[config.mk]
export PLATFORM = sky130hd
export DESIGN_NAME = temp_fifo
export DESIGN_NICKNAME = d
export VERILOG_FILES = /design/src/rtl/avg_pkg.sv /design/src/rtl/fifo_mem.sv /design/src/rtl/temp_fifo.sv
export SDC_FILE = /design/constraint.sdc
export NUM_CORES = 1
export LEC_CHECK = 0
export ABC_AREA = 1
export CAP_MARGIN = 20
export CELL_PAD_IN_SITES_DETAIL_PLACEMENT = 1
export CELL_PAD_IN_SITES_GLOBAL_PLACEMENT = 1
export CORE_UTILIZATION = 45
export CTS_CLUSTER_SIZE = 28
export DETAILED_ROUTE_END_ITERATION = 6
export PLACE_DENSITY_LB_ADDON = 0.1
export SKIP_LAST_GASP = 1
export SLEW_MARGIN = 20
export SYNTH_ARGS = -nofsm -noshare
export SYNTH_HDL_FRONTEND = slang
export SYNTH_SLANG_ARGS = --single-unit
[constraint.sdc]
create_clock -name clk_2 -period 3.8 [get_ports clk_2]
set_input_delay 0.57 -clock clk_2 [delete_from_list [all_inputs] [get_ports clk_2]]
set_output_delay 0.57 -clock clk_2 [all_outputs]
set_load 0.05 [all_outputs]
[src/rtl/avg_pkg.sv]
// Shared definitions for the temperature sample path: block-read FSM states
// and default geometry reused by the FIFO, averager and RAM stages.
package avg_pkg;

  localparam int DEFAULT_DEPTH = 8;
  localparam int DEFAULT_WIDTH = 8;
  localparam int DEFAULT_BLK   = 4;

  typedef enum logic [2:0] {
    IDLE,
    REQ,
    DRAIN,
    DONE,
    HOLD
  } fsm_state_t;

endpackage

[src/rtl/fifo_mem.sv]
// Circular sample buffer with occupancy tracking. Write and pop requests are
// qualified here; wr_ok/rd_ok report what actually happened this cycle.
module fifo_mem
  import avg_pkg::*;
#(
  parameter int DEPTH = DEFAULT_DEPTH,
  parameter int WIDTH = DEFAULT_WIDTH,
  localparam int PTR_W = $clog2(DEPTH),
  localparam int CNT_W = PTR_W + 1
) (
  input  logic             clk_2,
  input  logic             reset_n,
  input  logic             wr_en,
  input  logic [WIDTH-1:0] wr_data,
  input  logic             rd_en,
  output logic [WIDTH-1:0] rd_data,
  output logic             wr_ok,
  output logic             rd_ok,
  output logic             full,
  output logic             empty,
  output logic [CNT_W-1:0] count
);

  logic [WIDTH-1:0] mem [DEPTH];
  logic [PTR_W-1:0] wr_ptr;
  logic [PTR_W-1:0] rd_ptr;

  assign full  = (count == CNT_W'(DEPTH));
  assign empty = (count == '0);

  // A pop frees a slot in the same cycle, so a full FIFO still takes a write.
  assign rd_ok   = rd_en && !empty;
  assign wr_ok   = wr_en && (!full || rd_ok);
  assign rd_data = mem[rd_ptr];

  // NOTE: the storage array is deliberately left out of reset; the pointers
  // and count define which entries are valid, so stale contents are harmless.
  always_ff @(posedge clk_2) begin
    if (wr_ok) begin
      mem[wr_ptr] <= wr_data;
    end
  end

  // NOTE: sequential state uses non-blocking assignments so every register
  // samples the pre-edge values regardless of statement order.
  always_ff @(posedge clk_2) begin
    if (!reset_n) begin
      wr_ptr <= '0;
      rd_ptr <= '0;
      count  <= '0;
    end else begin
      if (wr_ok) wr_ptr <= wr_ptr + PTR_W'(1);
      if (rd_ok) rd_ptr <= rd_ptr + PTR_W'(1);
      case ({wr_ok, rd_ok})
        2'b10:   count <= count + CNT_W'(1);
        2'b01:   count <= count - CNT_W'(1);
        default: count <= count;
      endcase
    end
  end

endmodule

[src/rtl/temp_fifo.sv]
// Temperature sample FIFO feeding the averager in fixed-size blocks:
// request, drain BLK samples, signal completion, then wait for avg_done.
module temp_fifo
  import avg_pkg::*;
#(
  parameter int DEPTH = DEFAULT_DEPTH,
  parameter int WIDTH = DEFAULT_WIDTH,
  parameter int BLK   = DEFAULT_BLK,
  localparam int CNT_W = $clog2(DEPTH) + 1
) (
  input  logic             clk_2,
  input  logic             reset_n,
  input  logic [WIDTH-1:0] data_in,
  input  logic             wr_fifo,
  input  logic             avg_done,
  output logic [WIDTH-1:0] fifo_to_avgr,
  output logic             rd_fifo,
  output logic             dis_rd_fifo,
  output logic             full,
  output logic             empty,
  output logic [CNT_W-1:0] count,
  output logic             overflow
);

  localparam int BLK_W = $clog2(BLK + 1);

  fsm_state_t       state;
  fsm_state_t       next_state;
  logic [BLK_W-1:0] blk_cnt;
  logic             blk_last;
  logic             pop_req;
  logic             wr_ok;
  logic             rd_ok;
  logic [WIDTH-1:0] head;

  fifo_mem #(
    .DEPTH (DEPTH),
    .WIDTH (WIDTH)
  ) u_mem (
    .clk_2   (clk_2),
    .reset_n (reset_n),
    .wr_en   (wr_fifo),
    .wr_data (data_in),
    .rd_en   (pop_req),
    .rd_data (head),
    .wr_ok   (wr_ok),
    .rd_ok   (rd_ok),
    .full    (full),
    .empty   (empty),
    .count   (count)
  );

  assign blk_last = (blk_cnt == BLK_W'(BLK - 1));

  // NOTE: every output of this block gets a default first so no path leaves
  // a signal unassigned, which would otherwise infer a latch.
  always_comb begin
    next_state  = state;
    rd_fifo     = 1'b0;
    dis_rd_fifo = 1'b0;
    pop_req     = 1'b0;
    case (state)
      IDLE:  if (count >= CNT_W'(BLK)) next_state = REQ;
      REQ: begin
        rd_fifo    = 1'b1;
        next_state = DRAIN;
      end
      DRAIN: begin
        pop_req = 1'b1;
        // A suppressed pop (empty FIFO) does not advance the block.
        if (rd_ok && blk_last) next_state = DONE;
      end
      DONE: begin
        dis_rd_fifo = 1'b1;
        next_state  = HOLD;
      end
      HOLD:  if (avg_done) next_state = IDLE;
      default: next_state = IDLE;
    endcase
  end

  always_ff @(posedge clk_2) begin
    if (!reset_n) begin
      state        <= IDLE;
      blk_cnt      <= '0;
      fifo_to_avgr <= '0;
      overflow     <= 1'b0;
    end else begin
      state <= next_state;
      if (rd_ok) begin
        fifo_to_avgr <= head;
        blk_cnt      <= blk_last ? '0 : blk_cnt + BLK_W'(1);
      end
      if (wr_fifo && !wr_ok) overflow <= 1'b1;
    end
  end

endmodule

==> summary.txt <==
Pwr
  – Leakage power: 1.57 nW
  – Worst IR drop on VDD: 0.270 mV
  – Pwr Density: roughly 570 nW/um2
  – Total power after layout: between 0.002 and 0.0025 W

Timing
  – Final Cycle Share: 0.673
  – Worst rel slew slack: 0.544
  – Max-slew violations: 0
  – Setup_tns: 0 ps
  – Slew @ Worst Pin: 681 ps
  – Period minus WS final: 2560 ps
  – Fmax achieved: just under 0.4 GHz
  – Hold Vio Cnt, Final: 0
  – Clock Skew: ~11 ps
  – # setup viols final: 0
  – RSZ-0062 raised after global routing: false

Detailed routing
  – DRC viols: 0
  – 1st-iter DRT viols: approximately 130
  – Total Wirelength: 9.01 mm
  – Initial DRT Pass Iterations: 4
  – Remaining antenna violation count: 0
  – Via count: 2600
  – Drt wl/cell: 18.3 um
  – Vias per cell: 5.28

Logic synthesis
  – Yosys warning total: 0
  – Async set-or-reset flop fraction in the synthesized netlist: 0
  – Flops & latches, synth: 89
  – Synth Area per Inst: 10.4 um2
  – Post-Syn Area: 3720 um2
  – Mapped Cells: 358
  – Synth unique cells: 34
  – Post-synth EDFFs: 64
  – Post-synthesis sequential area ratio: 0.651
  – Syn Nets: ~380
  – Synth Flop Type: edfxtp_1

Clock network
  – Clock Pin Slew Worst Setup and Hold Paths: 90 ps
  – CTS tree: done
  – Post-CTS resize count: 0
  – Root Buffer: clkbuf_8
  – CTS buffer count: 9
  – Htree depth: 3
  – CTS Hold Bufs: 0
  – Postcts setup bufs: 0
  – CTS Sinks: 89
  – Worst-case clock buffer depth: 2
  – Clock Latency Late Sink: 350 ps

Finish
  – Layout cells sized above 1: 0.0769
  – Layout Cells excl Fill: 492
  – Most frequent cells in the layout: nor2_1 (70), edfxtp_1 (64), nand2_1 (55), nand3_1 (31), o21ai_0 (31)
  – Fillers: 873
  – Multi-input logic area: 1120 um2
  – Commonest non-fill, non-tap cell in the layout: nor2_1
  – Register area: 2420 um2
  – Antenna diode count: 0
  – Final Util: 0.540
  – Area grow syn2layout: 13.9%
  – Nets: 403

Hold path
  – Worst hold path type: flop to flop

Critical path
  – Crit start category: flop
  – Worst Path Required: 3230 ps
  – Setup crit end kind: primary output
  – CP Class: flop to primary output
  – Crit path max fanout: 5
  – Reg2reg setup slack: ~1500 ps
  – CP arrival: about 2000 ps

Floorplan
  – Die ar.: 8630 um2
  – Rows: 32
  – Die Y: between 90 and 100 um
  – Top Ports: 29
  – Initial Util: 0.474
  – Core ar.: 7850 um2
  – Die X: approximately 93 um

GRT
  – Total gr overflow: 0
  – Initial antenna violation count: 0
  – Vias in the first global route: 2620
  – Total GRT Usage: 0.229
  – Global-route wire length before repair: 14.5 mm
  – Largest net degree at the start of global routing: 35

Place
  – Routability cong.: 0.859
  – Detailed Place HPWL: roughly 6.2 mm
  – Placed Cells: 476
  – Port Buf Inserts: 28

Run
  – Max Cap Viol: 0

Run status
  – Status: completed
cells by family after synthesis:
kind of cell	synth area share
AND/OR/NAND/NOR	0.196
flip-flops	0.651
AO/OA/AOI/OAI	0.0791
buffers and inverters	0.0468
adder cells (fa/ha/maj)	0.0222
XOR/XNOR	0.00471
layout make-up:
type | count | area share
clock buffers | 10 | 0.0301
clock inverters | 6 | 0.0103
inverters | 23 | 0.0210
multi-input cells | 231 | 0.265
flip-flops and latches | 89 | 0.572
well taps | 102 | 0.0301
repair buffers | 31 | 0.0715
where the power goes:
group	internal, W	switching, W	total, W
logic	0.000205	0.000476	0.000682
clock network	0.000241	0.000344	0.000584
registers	0.00111	0.0000468	0.00115
cell usage after synthesis, types with 3 or more instances:
master | n | share of area
nor2_1 | 70 | 0.071
edfxtp_1 | 64 | 0.52
nand2_1 | 55 | 0.056
nand3_1 | 31 | 0.042
o21ai_0 | 31 | 0.042
dfxtp_1 | 25 | 0.13
inv_1 | 18 | 0.018
a21oi_1 | 15 | 0.020
buf_2 | 6 | 0.0081
ha_1 | 5 | 0.017
buf_4 | 3 | 0.0061
clkbuf_1 | 3 | 0.0030
nand2_2 | 3 | 0.0050
critical path, stage by stage (launching register included):
cell and delay, ps:
dfxtp_1 380, nor2_1 210, nand2_1 170, inv_1 80, clkdlybuf4s50_1 790
metrics by stage:
step | hold slack (ps) | setup WS [ps] | instance area, um2
6_report | 475 | 1240 | 4240
5_1_grt | 508 | 1180 | 4240
4_1_cts | 479 | 1250 | 4240
3_5_place_dp | 458 | 1340 | 4060
3_3_place_gp | 454 | 1400 | 4060
2_1_floorplan | 451 | 1690 | 3720
routing by layer:
layer / wire length, um / GRT usage
met1: 4370 / 0.326
met2: 4130 / 0.356
met3: 369 / 0.0427
met4: 140 / 0.0718
met5: 0 / 0
registers in the layout, summed over array words and instances (netlist names):
register / flops
fifo_to_avgr: 8
blk_cnt: 3
u_mem.rd_ptr: 3
u_mem.mem: 64
state: 3
u_mem.count: 4
overflow: 1
u_mem.wr_ptr: 3
final timing paths:
| kind | from | end | cells after the start |
|---|---|---|---|
| max reg2reg | u_mem.count[2] | u_mem.count[3] | 13 |
| max | u_mem.count[1] | full | 4 |
| min | fifo_to_avgr[1] | fifo_to_avgr[1] | 2 |
| min reg2reg | fifo_to_avgr[1] | fifo_to_avgr[1] | 2 |
Power figures use the tool's default switching activity.
